--- config.mk ---
export PLATFORM = sky130hd
export DESIGN_NAME = constraint_45_gen
export DESIGN_NICKNAME = d
export VERILOG_FILES = /design/src/rtl/constraint_45_gen.sv
export SDC_FILE = /design/constraint.sdc
export NUM_CORES = 1
export LEC_CHECK = 0
export ABC_AREA = 1
export BUFFER_PORTS_ARGS = -buffer_cell sky130_fd_sc_hd__buf_2
export CORE_MARGIN = 2
export CORE_UTILIZATION = 50
export DETAILED_ROUTE_END_ITERATION = 6
export PLACE_DENSITY = 0.81
export SYNTH_ARGS = -nofsm -noshare
export SYNTH_HDL_FRONTEND = slang
export SYNTH_SLANG_ARGS = --single-unit
--- constraint.sdc ---
create_clock -name clk -period 4.6 [get_ports clk]
set_input_delay 0.46 -clock clk [delete_from_list [all_inputs] [get_ports clk]]
set_output_delay 0.46 -clock clk [all_outputs]
set_load 0.005 [all_outputs]
--- src/rtl/constraint_45_gen.sv ---
// Legal-only stimulus producer for constraint_45: draws (var_87, var_88) from a Galois LFSR,
// drops pairs violating !var_87 || var_88, and hands the rest out over valid/ready.
module constraint_45_gen #(
  parameter logic [31:0] SEED = 32'hACE1_2345
) (
  input  logic        clk,
  input  logic        rst_n,
  input  logic        gen_en,
  input  logic        seed_load,
  input  logic [31:0] seed_val,
  input  logic        clr_cnt,
  output logic        out_valid,
  input  logic        out_ready,
  output logic [12:0] out_var_87,
  output logic [7:0]  out_var_88,
  output logic [15:0] acc_cnt,
  output logic [15:0] rej_cnt,
  output logic        busy
);

  typedef enum logic [1:0] {IDLE = 2'd0, DRAW = 2'd1, HOLD = 2'd2} state_t;

  localparam logic [31:0] POLY    = 32'h8020_0003;
  localparam logic [31:0] SEED_NZ = (SEED == 32'h0) ? 32'h1 : SEED;

  function automatic logic [31:0] lfsr_step(input logic [31:0] s);
    return (s >> 1) ^ (s[0] ? POLY : 32'h0);
  endfunction

  function automatic logic [15:0] sat_inc(input logic [15:0] v);
    return (v == 16'hFFFF) ? v : v + 16'd1;
  endfunction

  state_t      r_state;
  state_t      w_next;
  logic [31:0] r_lfsr;
  logic        r_valid;
  logic [12:0] r_var_87;
  logic [7:0]  r_var_88;
  logic [15:0] r_acc;
  logic [15:0] r_rej;

  logic [12:0] w_c87;
  logic [7:0]  w_c88;
  logic        w_legal;
  logic        w_adv;
  logic        w_capture;
  logic        w_rej_inc;
  logic        w_acc_inc;

  assign w_c87   = r_lfsr[12:0];
  assign w_c88   = r_lfsr[20:13];
  assign w_legal = (w_c87 == 13'h0) || (w_c88 != 8'h0);

  always_ff @(posedge clk or negedge rst_n) begin
    if (!rst_n) r_state <= IDLE;
    else        r_state <= w_next;
  end

  // seed_load overrides every state, discarding any pair still in HOLD
  always_comb begin
    w_next = r_state;
    if (seed_load) begin
      w_next = gen_en ? DRAW : IDLE;
    end else begin
      case (r_state)
        IDLE:    if (gen_en) w_next = DRAW;
        DRAW: begin
          if (!gen_en)      w_next = IDLE;
          else if (w_legal) w_next = HOLD;
        end
        HOLD:    if (out_ready) w_next = gen_en ? DRAW : IDLE;
        default: w_next = IDLE;
      endcase
    end
  end

  always_comb begin
    w_adv     = 1'b0;
    w_capture = 1'b0;
    w_rej_inc = 1'b0;
    w_acc_inc = 1'b0;
    if (!seed_load) begin
      w_adv     = (r_state == DRAW) && gen_en;
      w_capture = w_adv && w_legal;
      w_rej_inc = w_adv && !w_legal;
      w_acc_inc = (r_state == HOLD) && out_ready;
    end
  end

  always_ff @(posedge clk or negedge rst_n) begin
    if (!rst_n) begin
      r_lfsr   <= SEED_NZ;
      r_valid  <= 1'b0;
      r_var_87 <= 13'h0;
      r_var_88 <= 8'h0;
    end else begin
      if (seed_load)  r_lfsr <= (seed_val == 32'h0) ? 32'h1 : seed_val;
      else if (w_adv) r_lfsr <= lfsr_step(r_lfsr);

      if (seed_load)      r_valid <= 1'b0;
      else if (w_capture) r_valid <= 1'b1;
      else if (w_acc_inc) r_valid <= 1'b0;

      if (w_capture) begin
        r_var_87 <= w_c87;
        r_var_88 <= w_c88;
      end
    end
  end

  // A clear in the same cycle as an increment wins
  always_ff @(posedge clk or negedge rst_n) begin
    if (!rst_n) begin
      r_acc <= 16'h0;
      r_rej <= 16'h0;
    end else if (clr_cnt) begin
      r_acc <= 16'h0;
      r_rej <= 16'h0;
    end else begin
      if (w_acc_inc) r_acc <= r_acc + 16'd1;
      if (w_rej_inc) r_rej <= sat_inc(r_rej);
    end
  end

  assign out_valid  = r_valid;
  assign out_var_87 = r_var_87;
  assign out_var_88 = r_var_88;
  assign acc_cnt    = r_acc;
  assign rej_cnt    = r_rej;
  assign busy       = (r_state != IDLE);

endmodule

=== Word-level counts from Yosys, hierarchy flattened ===
Cells that the tools add are included.

* Add/subtract/negate cells: 2
* Reductions and logical operators: 17
* Mux-type cells: 23
* Bitwise gates (word level): 1
* Eq/ne operators: 7

{| class="wikitable"
|+ Operator list
! operator !! number
|-
| 2-to-1 mux 32 bit || 4
|-
| 2-to-1 mux 16 bit || 5
|-
| adder 16 x 1 -> 16 bit (second input constant) || 2
|-
| zero test 32 bit || 1
|-
| bitwise XOR 31 x 32 -> 32 bit || 1
|-
| equality test 16 bit (second input constant) || 1
|-
| zero test 13 bit || 1
|-
| 2-to-1 mux 2 bit || 5
|-
| 2-to-1 mux 1 bit || 8
|-
| nonzero test 2 bit || 4
|-
| nonzero test 8 bit || 1
|-
| != test 3 bit (second input constant) || 2
|-
| one-hot mux 2 bit (3 select lines) || 1
|-
| logical AND 1 bit || 4
|-
| != test 4 bit (second input constant) || 1
|-
| AND reduction 3 bit || 1
|-
| nonzero test 3 bit || 1
|-
| equality test 2 x 1 -> 1 bit (second input constant) || 1
|-
| equality test 2 bit (second input constant) || 1
|-
| zero test 2 bit || 1
|-
| != test 2 bit (second input constant) || 1
|-
| AND reduction 2 bit || 1
|-
| zero test 1 bit || 1
|-
| logical OR 1 bit || 1
|}

* Word-level logic and storage cells: 57
* Output and inout port bits: 55
* Bits of input ports: 38
* Bits in registers: 88

=== Logic depth before layout (Yosys ltp) ===
Gate-level depths: netlist of run 1.

* Depth after elaboration: 7
* Gate-level depth with buffers: 10

=== Worst setup path before layout of run 1 ===
No wires, ideal clock.

* Path kind: register to register
* From: register r_lfsr[0]
* To: register r_rej[5], in the netlist rej_cnt[5]
* Period minus slack after synthesis: 1587 ps
* Path buffers: 1
* Stages on the path, launching flop included: 10
* Setup slack: 3013 ps
* Arrival time: 1469 ps
* Path through: dfstp_2 inv_1 ha_1 nand3_1 nor2_1 nand2_1 nand4_2 buf_4 nand3_1 nand2_1

* Cells in the longest elaborated chain, start to end: 7

{| class="wikitable"
|+ Ends and longest elaborated chain
! item !! line !! RTL
|-
| start, declared || 36 || <nowiki>logic [31:0] r_lfsr;</nowiki>
|-
| start signal, assigned || 98 || <nowiki>if (seed_load) r_lfsr <= (seed_val == 32'h0) ? 32'h1 : seed_val;</nowiki>
|-
| start signal, assigned || 99 || <nowiki>else if (w_adv) r_lfsr <= lfsr_step(r_lfsr);</nowiki>
|-
| zero test 13 bit || 53 || <nowiki>assign w_legal = (w_c87 == 13'h0) || (w_c88 != 8'h0);</nowiki>
|-
| logical OR 1 bit || 53 ||
|-
| zero test 1 bit || 86 || <nowiki>w_rej_inc = w_adv && !w_legal;</nowiki>
|-
| logical AND 1 bit || 86 ||
|-
| 2-to-1 mux 1 bit || 83 || <nowiki>if (!seed_load) begin</nowiki>
|-
| nonzero test 2 bit (no line) || n/a ||
|-
| AND reduction 2 bit (no line) || n/a ||
|-
| end signal, assigned || 122 || <nowiki>if (w_rej_inc) r_rej <= sat_inc(r_rej);</nowiki>
|-
| end, declared || 41 || <nowiki>logic [15:0] r_rej;</nowiki>
|}

No other way between the ends.
A chain may end at the register's enable or synchronous reset.

=== Worst setup path after layout of run 1 ===
* From: input port seed_load
* To: register r_lfsr[12]

* Cells in the longest elaborated chain, start to end: 2
* Elaborated cells between the ends (all ways): 3
* Those cells by class: mux: 2; reduce/logical: 1

{| class="wikitable"
|+ Ends and longest elaborated chain
! item !! line !! RTL
|-
| start, declared || 9 || <nowiki>input logic seed_load,</nowiki>
|-
| 2-to-1 mux 1 bit || 83 ||
|-
| nonzero test 2 bit (no line) || n/a ||
|}

Several ways; a longest one is shown, not always the timed one.

==> results.tsv, run 1 <==
stage	metric	value	unit
setup_path	crit path DAT	2.74	ns
sta	Hold Fails Final Rpt	0	
synth	number of synthesized register bits	88	
floorplan	Starting Density	50.9	%
placement	GP Congestion	0.875	
setup_path	Worst Setup End Kind	flip-flop	
synth	Synth cell types	37	
floorplan	IO Pins	93	
placement	dpl cell area	5150	um2
detailed_routing	drt pass-1 iters	7	
detailed_routing	Final ANT Viol Nets	0	
grt	GRT met1 Usage	32.3	%
synth	dominant synthesized flop cell	dfrtp_1	
detailed_routing	Post-Route WL	11.6	mm
floorplan	Core ar.	9150	um2
final_layout	Antenna diodes	0	
clock_tree	clk sink count	88	
clock_tree	cts hold-fix bufs	0	
grt	largest net degree at the start of global routing	89	
sta	Worst Slack Setup Final	2.07	ns
detailed_routing	drt wl/cell	14.5	um
placement	number of port buffers	92	
status	status	completed	
grt	gr usage total	23.8	%
synth	Async SR Flop Fraction	100	%
grt	first-pass GRT wire length	19.1	mm
power_and_ir_drop	Worst VDD drop	0.209	mV
synth	Syn Area/Cell	7.68	um2
final_layout	Area Overhead vs Synth	15.8	%
floorplan	Rows	35	
final_layout	Finished Cell Area	5400	um2
sta	FMAX	395	MHz
sta	setup_tns	0	ns
placement	dpl hpwl	8.17	mm
setup_path	critical path fanouts, max	35	
sta	Final Max Tran Viols	0	
sta	Max Clock Skew	0.0117	ns
sta	Min Hold Slack	0.291	ns
detailed_routing	vias	4458	
grt	number of global-route vias before repair	4038	
sta	RSZ-0062 raised after global routing	no	
power_and_ir_drop	pwr dens	361	nW/um2
grt	met2 Resource Use GR	38.5	%
grt	GR peak layer	met2	
sta	post-layout min period	2.53	ns
synth	sequential fraction of the synthesis area	47.6	%
sta	slew margin rel.	26.8	%
min_path	Hold WC Path Type	input port to asynchronous set/reset pin	
sta	# setup viols final	0	
detailed_routing	initial drt markers	306	
clock_tree	clock insertion delay at the later pin of the skew report	0.36	ns
synth	Netlist Area Pre-Place	4660	um2
setup_path	Crit Path Class	input port to flip-flop	
final_layout	most frequent cells in the layout	154 x nand2_1, 91 x buf_2, 76 x nor2_1	
detailed_routing	routed vias/inst	5.55	
setup_path	Crit path required time	4.80	ns
clock_tree	post-CTS setup buffers	0	
final_layout	commonest non-fill, non-tap cell in the layout	nand2_1	
floorplan	die width	101	um
clock_tree	total CTS buffers	9	
clock_tree	clock-pin slew on the worst setup and hold paths	0.08	ns
synth	Ys Warns	0	
clock_tree	deepest clock path buffer count	2	
flow_run	Max Cap Violations	0	
sta	Final period util	55.1	%
clock_tree	H-Tree Depth	3	
placement	Place WS	1.77	ns
setup_path	Startpoint Class	input port	
sta	Least-Margin Pin Slew	1.10	ns
final_layout	layout cells sized above 1	19.5	%
floorplan	full die area	10100	um2
grt	initial antenna violation count	0	
grt	Overflow after GRT	0	
power_and_ir_drop	Power Total	1.95	mW
detailed_routing	DRC Markers	0	
synth	Post-synth EDFFs	0	
grt	GR Util met3	4.23	%
floorplan	Die Y	101	um
power_and_ir_drop	Leakage Power	2.77	nW
clock_tree	clk root buf	clkbuf_8	
final_layout	fin nets	728	
clock_tree	CTS tree	done	
synth	Synth Instances	607	
synth	Mapped Nets	648	
clock_tree	# resized after CTS	0	
==> metal layers <==
layer / routed length, um / part of all wire, %
met1: 5010 / 43
met2: 5620 / 48
met3: 778 / 6.7
met4: 204 / 1.8
met5: 0 / 0
==> critical path, stage by stage <==
cell and delay, ns:
buf_2 0.49, inv_2 0.42, nand2_1 0.87, o21ai_0 0.24, a21oi_1 0.18, a31oi_1 0.06
==> per-stage QoR <==
step / std cells / util (%)
final: 803 / 58.9
after CTS: 803 / 58.9
after global placement: 787 / 56.3
after detailed placement: 787 / 56.3
after floorplan: 607 / -
after global routing: 803 / 58.9
==> area by class of cell <==
type	count	area, um2
sequential	88	2220
timing repair buffer	92	463
multi-input combinational	428	2080
fill	839	3760
clock inverter	7	118
inverter	68	255
tap	111	139
clock buffer	9	124
==> power breakdown <==
part           total [mW]  switching [mW]  internal (mW)  leakage [nW]
Clock               0.648           0.285          0.363         0.124
Combinational       0.329           0.198          0.131          1.54
Sequential          0.970          0.0680          0.901          1.11
==> synthesized netlist by cell type (2+ instances only) <==
master | count | area [um2]
a21oi_1 | 18 | 90.1
a31oi_1 | 11 | 68.8
buf_1 | 3 | 11.3
buf_2 | 7 | 35.0
clkbuf_1 | 10 | 37.5
dfrtp_1 | 74 | 1850
dfstp_2 | 14 | 368
ha_1 | 3 | 37.5
inv_1 | 65 | 244
inv_2 | 3 | 11.3
nand2_1 | 154 | 578
nand3_1 | 55 | 275
nand3_2 | 2 | 20.0
nand4_1 | 18 | 113
nand4_2 | 2 | 25.0
nor2_1 | 76 | 285
nor2_2 | 2 | 12.5
nor3_1 | 5 | 25.0
o211ai_1 | 2 | 15.0
o21ai_0 | 48 | 240
o21bai_1 | 3 | 22.5
o221ai_1 | 8 | 70.1
xnor2_1 | 2 | 17.5
xor2_1 | 9 | 78.8
==> sequential cells by signal (all words and copies together), names as in the netlist <==
name        count
rej_cnt        16
r_state         2
r_lfsr         32
out_valid       1
out_var_87     13
out_var_88      8
acc_cnt        16
==> logic make-up (layout without fill, tap and decap cells) <==
| family | count (synthesis) | after routing | share of synthesized area, % |
|---|---|---|---|
| AND/OR/NAND/NOR | 318 | 318 | 29.8 |
| AO/OA/AOI/OAI | 96 | 96 | 11.9 |
| buffers and inverters | 91 | 176 | 7.79 |
| flip-flops | 88 | 88 | 47.6 |
| XOR/XNOR | 11 | 11 | 2.07 |
| adder cells (fa/ha/maj) | 3 | 3 | 0.806 |
==> path summary, 6_finish.rpt <==
kind | end | cells past startpoint | slack [ns] | startpoint
worst max-delay path | r_lfsr[12] | 6 | 2.07 | seed_load
worst min-delay path | acc_cnt[13] | 1 | 0.29 | rst_n
worst max register to register | out_var_87[3] | 8 | 2.14 | r_lfsr[0]
worst min register to register | out_var_88[0] | 2 | 0.48 | out_var_88[0]
max in group asynchronous | r_lfsr[19] | 1 | 3.59 | rst_n
min in group clk | r_lfsr[26] | 3 | 0.31 | seed_val[26]
Note: power is estimated with default switching activity, not from simulation.
==> run 2: changes to the inputs <==
--- a/config.mk
+++ b/config.mk
@@ -10,7 +10,7 @@
 export CORE_MARGIN = 2
 export CORE_UTILIZATION = 50
 export DETAILED_ROUTE_END_ITERATION = 6
-export PLACE_DENSITY = 0.81
+export PLACE_DENSITY = 0.83
 export SYNTH_ARGS = -nofsm -noshare
 export SYNTH_HDL_FRONTEND = slang
 export SYNTH_SLANG_ARGS = --single-unit
==> constraint.sdc (replaced) <==
create_clock -name clk -period 2.1 [get_ports clk]
set_input_delay 0.21 -clock clk [delete_from_list [all_inputs] [get_ports clk]]
set_output_delay 0.21 -clock clk [all_outputs]
set_load 0.005 [all_outputs]
==> run 2 against run 1 <==
- count of clock-buffer cells in the layout stayed put
- setup slack worse by 1.9 ns
- critical path type is now flip-flop to flip-flop
- critical endpoint is now rej_cnt[3]
- largest cell class unchanged
- final cell count is 1.4% higher
- design area is 1.4% higher
==> results.tsv, run 2 (same netlist as run 1, synthesis figures left out) <==
stage	metric	value	unit
sta	Final period util	90.4	%
clock_tree	CTS tree	done	
setup_path	critical path fanouts, max	16	
grt	initial antenna violation count	0	
power_and_ir_drop	Leakage Power	2.81	nW
power_and_ir_drop	Worst VDD drop	0.465	mV
detailed_routing	DRC Markers	0	
clock_tree	total CTS buffers	9	
floorplan	Rows	35	
placement	GP Congestion	0.863	
sta	post-layout min period	1.90	ns
floorplan	Starting Density	50.9	%
final_layout	Antenna diodes	0	
detailed_routing	Post-Route WL	11.7	mm
final_layout	Seq. cell area	2220	um2
placement	Cells after DPL	797	
sta	setup_tns	0	ns
setup_path	Startpoint Class	flip-flop	
setup_path	crit path DAT	2.13	ns
final_layout	Finished Cell Area	5470	um2
final_layout	max reg flops	32	
sta	Min Hold Slack	0.0676	ns
detailed_routing	drt wl/cell	14.4	um
final_layout	commonest non-fill, non-tap cell in the layout	nand2_1	
grt	gr usage total	23.7	%
floorplan	die width	101	um
clock_tree	H-Tree Depth	3	
setup_path	Crit path max-delay family	simple AND/OR/NAND/NOR gates	
setup_path	CP peak stage delay	0.58	ns
floorplan	full die area	10100	um2
clock_tree	deepest clock path buffer count	2	
setup_path	Crit path required time	2.33	ns
floorplan	IO Pins	93	
power_and_ir_drop	pwr dens	764	nW/um2
clock_tree	clock insertion delay at the later pin of the skew report	0.35	ns
final_layout	non-filler cells, final	814	
final_layout	most frequent cells in the layout	154 x nand2_1, 91 x buf_2, 76 x nor2_1	
clock_tree	clock-pin slew on the worst setup and hold paths	0.09	ns
sta	slew margin rel.	60.3	%
placement	Place WS	0.258	ns
grt	Overflow after GRT	0	
detailed_routing	routed vias/inst	5.45	
floorplan	Die Y	101	um
setup_path	Worst path slowest cell	dfstp_2	
sta	# setup viols final	0	
sta	Hold Fails Final Rpt	0	
setup_path	CP cell instances	inv_1 > ha_1 > nand3_1 > nor2_1 > nand2_1 > nand4_2 > nand3_1 > nand2_1	
final_layout	Area Overhead vs Synth	17.4	%
placement	dpl cell area	5240	um2
final_layout	area occupied by multi-input gates	2080	um2
clock_tree	clk root buf	clkbuf_8	
clock_tree	clk sink count	88	
detailed_routing	drt pass-1 iters	4	
final_layout	fin nets	739	
sta	Final Max Tran Viols	0	
sta	Max Clock Skew	0.0110	ns
setup_path	Crit Path Class	flip-flop to flip-flop	
min_path	Hold WC Path Type	input port to flip-flop	
placement	number of port buffers	92	
final_layout	largest reg by FF count	r_lfsr	
setup_path	FF-to-FF setup slack	0.20	ns
setup_path	crit path buf inv count	1	
sta	Worst Slack Setup Final	0.201	ns
final_layout	Fillers	813	
sta	RSZ-0062 raised after global routing	no	
grt	largest net degree at the start of global routing	45	
placement	dpl hpwl	8.44	mm
detailed_routing	vias	4437	
final_layout	layout cells sized above 1	20.6	%
setup_path	Worst Setup End Kind	flip-flop	
sta	Least-Margin Pin Slew	0.596	ns
sta	FMAX	527	MHz
floorplan	Core ar.	9150	um2
grt	number of global-route vias before repair	4106	
status	status	completed	
grt	first-pass GRT wire length	19.1	mm
detailed_routing	initial drt markers	311	
flow_run	Max Cap Violations	0	
detailed_routing	Final ANT Viol Nets	0	
-- run 2: cell types whose count changed in the layout (fill, tap and decap cells not counted), sizes merged --
cell / before / now
dlygate4sd3: 0 / 1
inv: 70 / 69
clkinv: 2 / 3
clkinvlp: 0 / 1
bufinv: 3 / 2
buf: 92 / 102
-- run 2: what timing repair did --
item / CTS / global route
resized for setup: 0 / 0
hold endpoints to repair: 41 / 0
setup buffers: 0 / 0
hold buffers: 1 / 0
-- run 2: worst paths after layout --
path	start	endpoint	cells after the start
max	r_lfsr[0]	rej_cnt[3]	8
min	seed_val[23]	r_lfsr[23]	3
max reg2reg	r_lfsr[0]	rej_cnt[3]	8
min reg2reg	out_var_87[10]	out_var_87[10]	2
max in group asynchronous	rst_n	r_lfsr[29]	3
min in group asynchronous	rst_n	acc_cnt[13]	2
-- run 2: where the power goes --
part           leakage (nW)  switching, mW  total [mW]  internal [mW]
Clock                 0.110          0.631        1.30          0.673
Combinational          1.59          0.440       0.746          0.306
Sequential             1.11          0.155        2.13           1.97
-- run 2: per-layer routing --
metal | share of wire, % | track usage (%) | vias to the layer above
met5 | 0 | 0 | -
met4 | 1.6 | 7.69 | 0
met3 | 6.9 | 3.33 | 16
met2 | 48 | 39.1 | 181
met1 | 44 | 32.4 | 2070
li1 | - | - | 2170
-- run 2: tightest hold or removal path, delay by kind of cell --
family | cells | cell delay [ns]
simple gates | 1 | 0.05
buf+inv | 1 | 0.10
compound gates | 1 | 0.06
-- run 2: layout make-up --
class                           instances  area share (%)
Clock inverter                          7            1.74
Timing Repair Buffer                  103            10.2
Sequential cell                        88            40.6
Tap cell                              111            2.54
Clock buffer                            9            2.26
Inverter                               68            4.67
Multi-Input combinational cell        428            38.0
-- run 2: through the flow --
step,power (mW),utilization [%]
final,4.18,59.8
after global routing,4.40,59.8
after CTS,4.20,59.8
after detailed placement,2.90,57.3
after global placement,2.87,57.3
after floorplan,2.52,-
==> run 3: changes to the inputs <==
--- a/config.mk
+++ b/config.mk
@@ -5,10 +5,9 @@
 export SDC_FILE = /design/constraint.sdc
 export NUM_CORES = 1
 export LEC_CHECK = 0
-export ABC_AREA = 1
 export BUFFER_PORTS_ARGS = -buffer_cell sky130_fd_sc_hd__buf_2
 export CORE_MARGIN = 2
-export CORE_UTILIZATION = 50
+export CORE_UTILIZATION = 49
 export DETAILED_ROUTE_END_ITERATION = 6
 export PLACE_DENSITY = 0.83
 export SYNTH_ARGS = -nofsm -noshare
==> run 3 against run 2 <==
- count of clock-buffer cells in the layout up 1
- clock skew about the same
- worst hold slack better by 0.0071 ns
- design area down 6.5%
- first-iteration DRC count down 48%
- sequential share of layout area up 2.8 points
- synthesized cell count down 33%
- total power down 8.2%
- setup slack worse by 0.14 ns
- via count down 22%
- final cell count down 24%
==> results.tsv, run 3 <==
stage	metric	value	unit
status	status	completed	
synth	area leader, netlist	dfrtp_1	
synth	Ys Warns	0	
detailed_routing	drt wl/cell	15.8	um
final_layout	Area Overhead vs Synth	21.8	%
sta	Hold Fails Final Rpt	0	
setup_path	CP cell instances	inv_1 > ha_1 > nor4b_4 > and3_1 > nor2_1 > nor2_2 > buf_4 > mux2_2	
final_layout	largest reg by FF count	r_lfsr	
detailed_routing	initial drt markers	163	
synth	share of the synthesized area in the top cell type	44.1	%
detailed_routing	WL met2	4.67	mm
min_path	Hold WC Path Type	input port to flip-flop	
floorplan	Rows	33	
detailed_routing	DRC Markers	0	
power_and_ir_drop	pwr dens	750	nW/um2
synth	top cells by count, synth	74 x dfrtp_1, 50 x nand2_1, 43 x o21ai_0	
final_layout	Fillers	676	
detailed_routing	M1 wire length	4.28	mm
setup_path	CP peak stage delay	0.42	ns
setup_path	crit path buf inv count	2	
sta	Max Clock Skew	0.0114	ns
synth	Mapped Nets	448	
synth	Synth Instances	407	
final_layout	layout cells sized above 1	33.0	%
sta	Final period util	97.3	%
power_and_ir_drop	Worst VDD drop	0.509	mV
clock_tree	clock-pin slew on the worst setup and hold paths	0.09	ns
clock_tree	deepest clock path buffer count	2	
setup_path	Crit path required time	2.34	ns
setup_path	critical path fanouts, max	7	
grt	largest net degree at the start of global routing	64	
synth	number of synthesized register bits	88	
final_layout	fin nets	548	
power_and_ir_drop	Power Total	3.84	mW
sta	Final Max Tran Viols	0	
synth	sequential fraction of the synthesis area	52.9	%
setup_path	Worst Setup End Kind	flip-flop	
sta	FMAX	489	MHz
setup_path	Crit path max-delay family	simple AND/OR/NAND/NOR gates	
detailed_routing	Met3 Routed Length	632	um
clock_tree	CTS tree	done	
detailed_routing	Final ANT Viol Nets	0	
sta	Least-Margin Pin Slew	0.760	ns
detailed_routing	vias	3466	
grt	initial antenna violation count	0	
detailed_routing	DR top layer	met4	
synth	dominant synthesized flop cell	dfrtp_1	
sta	# setup viols final	0	
synth	most common cell in the netlist	dfrtp_1	
final_layout	max reg flops	32	
floorplan	Die Y	96.6	um
synth	Async SR Flop Fraction	100	%
synth	largest cells by area after synthesis	dfrtp_1 44%, dfstp_2 8.8%, mux2i_1 7.4%	
detailed_routing	Post-Route WL	9.75	mm
floorplan	die width	96.6	um
grt	first-pass GRT wire length	15.9	mm
placement	GP Congestion	0.831	
synth	Syn Area/Cell	10.3	um2
sta	setup_tns	0	ns
synth	Post-synth EDFFs	0	
final_layout	commonest non-fill, non-tap cell in the layout	buf_2	
clock_tree	clk root buf	clkbuf_8	
setup_path	Worst path slowest cell	dfrtp_1	
detailed_routing	routed vias/inst	5.62	
final_layout	Antenna diodes	0	
synth	Synth cell types	39	
placement	number of port buffers	92	
floorplan	full die area	9330	um2
setup_path	Crit Path Class	flip-flop to flip-flop	
setup_path	crit path DAT	2.28	ns
clock_tree	clock insertion delay at the later pin of the skew report	0.35	ns
detailed_routing	drt pass-1 iters	4	
power_and_ir_drop	Leakage Power	2.46	nW
clock_tree	total CTS buffers	9	
grt	Overflow after GRT	0	
sta	slew margin rel.	48.9	%
final_layout	most frequent cells in the layout	91 x buf_2, 74 x dfrtp_1, 50 x nand2_1	
clock_tree	clk sink count	88	
setup_path	Startpoint Class	flip-flop	
grt	gr usage total	22.2	%
floorplan	Core ar.	8260	um2
sta	post-layout min period	2.04	ns
floorplan	IO Pins	93	
placement	dpl hpwl	6.79	mm
clock_tree	H-Tree Depth	3	
grt	number of global-route vias before repair	3347	
synth	Netlist Area Pre-Place	4200	um2
flow_run	Max Cap Violations	0	
floorplan	Starting Density	50.8	%
[run 3: cell count changes after synthesis, moves of 9 or more]
| cell | previous run | this run |
|---|---|---|
| nand2_1 | 154 | 50 |
| mux2i_1 | 0 | 31 |
| or3_1 | 0 | 9 |
| inv_1 | 65 | 7 |
| mux2_2 | 0 | 22 |
| a31oi_1 | 11 | 1 |
| nor2_1 | 76 | 32 |
| nand3_1 | 55 | 11 |
| nor4_1 | 0 | 13 |
[run 3: area by class of cell]
| class | instances | area [um2] | area share (%) |
|---|---|---|---|
| inverters | 7 | 26.3 | 0.514 |
| clock inverters | 6 | 68.8 | 1.35 |
| well taps | 105 | 131 | 2.57 |
| clock buffers | 10 | 138 | 2.69 |
| flip-flops and latches | 88 | 2220 | 43.4 |
| repair buffers | 106 | 608 | 11.9 |
| multi-input cells | 295 | 1920 | 37.6 |
[run 3: timing repair]
action | 4_1_cts | 5_1_grt
hold buffers | 1 | 0
endpoints found under the setup margin | 0 | 30
resized for setup | 0 | 6
setup buffers | 0 | 0
endpoints found under the hold margin | 26 | 0
[run 3: metrics by stage]
| stage | area, um2 | hold slack, ns | std cells | utilization (%) | worst slack, ns |
|---|---|---|---|---|---|
| global route | 5110 | 0.0611 | 617 | 61.9 | -0.0456 |
| detailed placement | 4860 | 0.154 | 600 | 58.8 | 0.0920 |
| CTS | 5080 | 0.0589 | 617 | 61.5 | 0.0463 |
| global placement | 4860 | 0.152 | 600 | 58.8 | 0.154 |
| floorplan | 4200 | -0.0856 | 407 | - | 0.155 |
| finish | 5110 | 0.0746 | 617 | 61.9 | 0.0569 |
[run 3: worst min-delay path, delay by kind of cell]
family / cells / cell delay (ns)
and+or+nand+nor: 1 / 0.04
buffers and inverters: 1 / 0.09
AOI/OAI and AO/OA: 1 / 0.06
[run 3: kinds of logic after synthesis]
logic type,count (synthesis),synth area share (%)
fa+ha+maj,3,0.894
buf+inv,24,2.32
compound gates,71,9.30
simple gates,152,18.0
flops,88,52.9
mux,53,13.3
xor+xnor,16,3.34
[run 3: power breakdown]
part / internal, mW / total [mW] / leakage, nW / switching, mW
Combinational: 0.310 / 0.580 / 1.26 / 0.270
Sequential: 1.91 / 2.06 / 1.11 / 0.152
Clock: 0.584 / 1.20 / 0.0907 / 0.611
[run 3: routing by layer]
metal  GRT usage [%]  vias up
met2            36.2      123
met4            6.46        0
met1            29.9     1670
met5               0        -
met3            4.89       14
li1                -     1659
[run 3: worst paths after layout]
path	from	to	slack, ns	cells after the start
hold reg to reg	out_var_87[11]	out_var_87[11]	0.51	1
setup / recovery	r_lfsr[1]	out_var_88[3]	0.06	8
min in group asynchronous	rst_n	rej_cnt[8]	0.31	2
hold / removal	seed_val[17]	r_lfsr[17]	0.07	3
setup reg to reg	r_lfsr[1]	out_var_88[3]	0.06	8
max in group asynchronous	rst_n	r_lfsr[8]	1.10	3
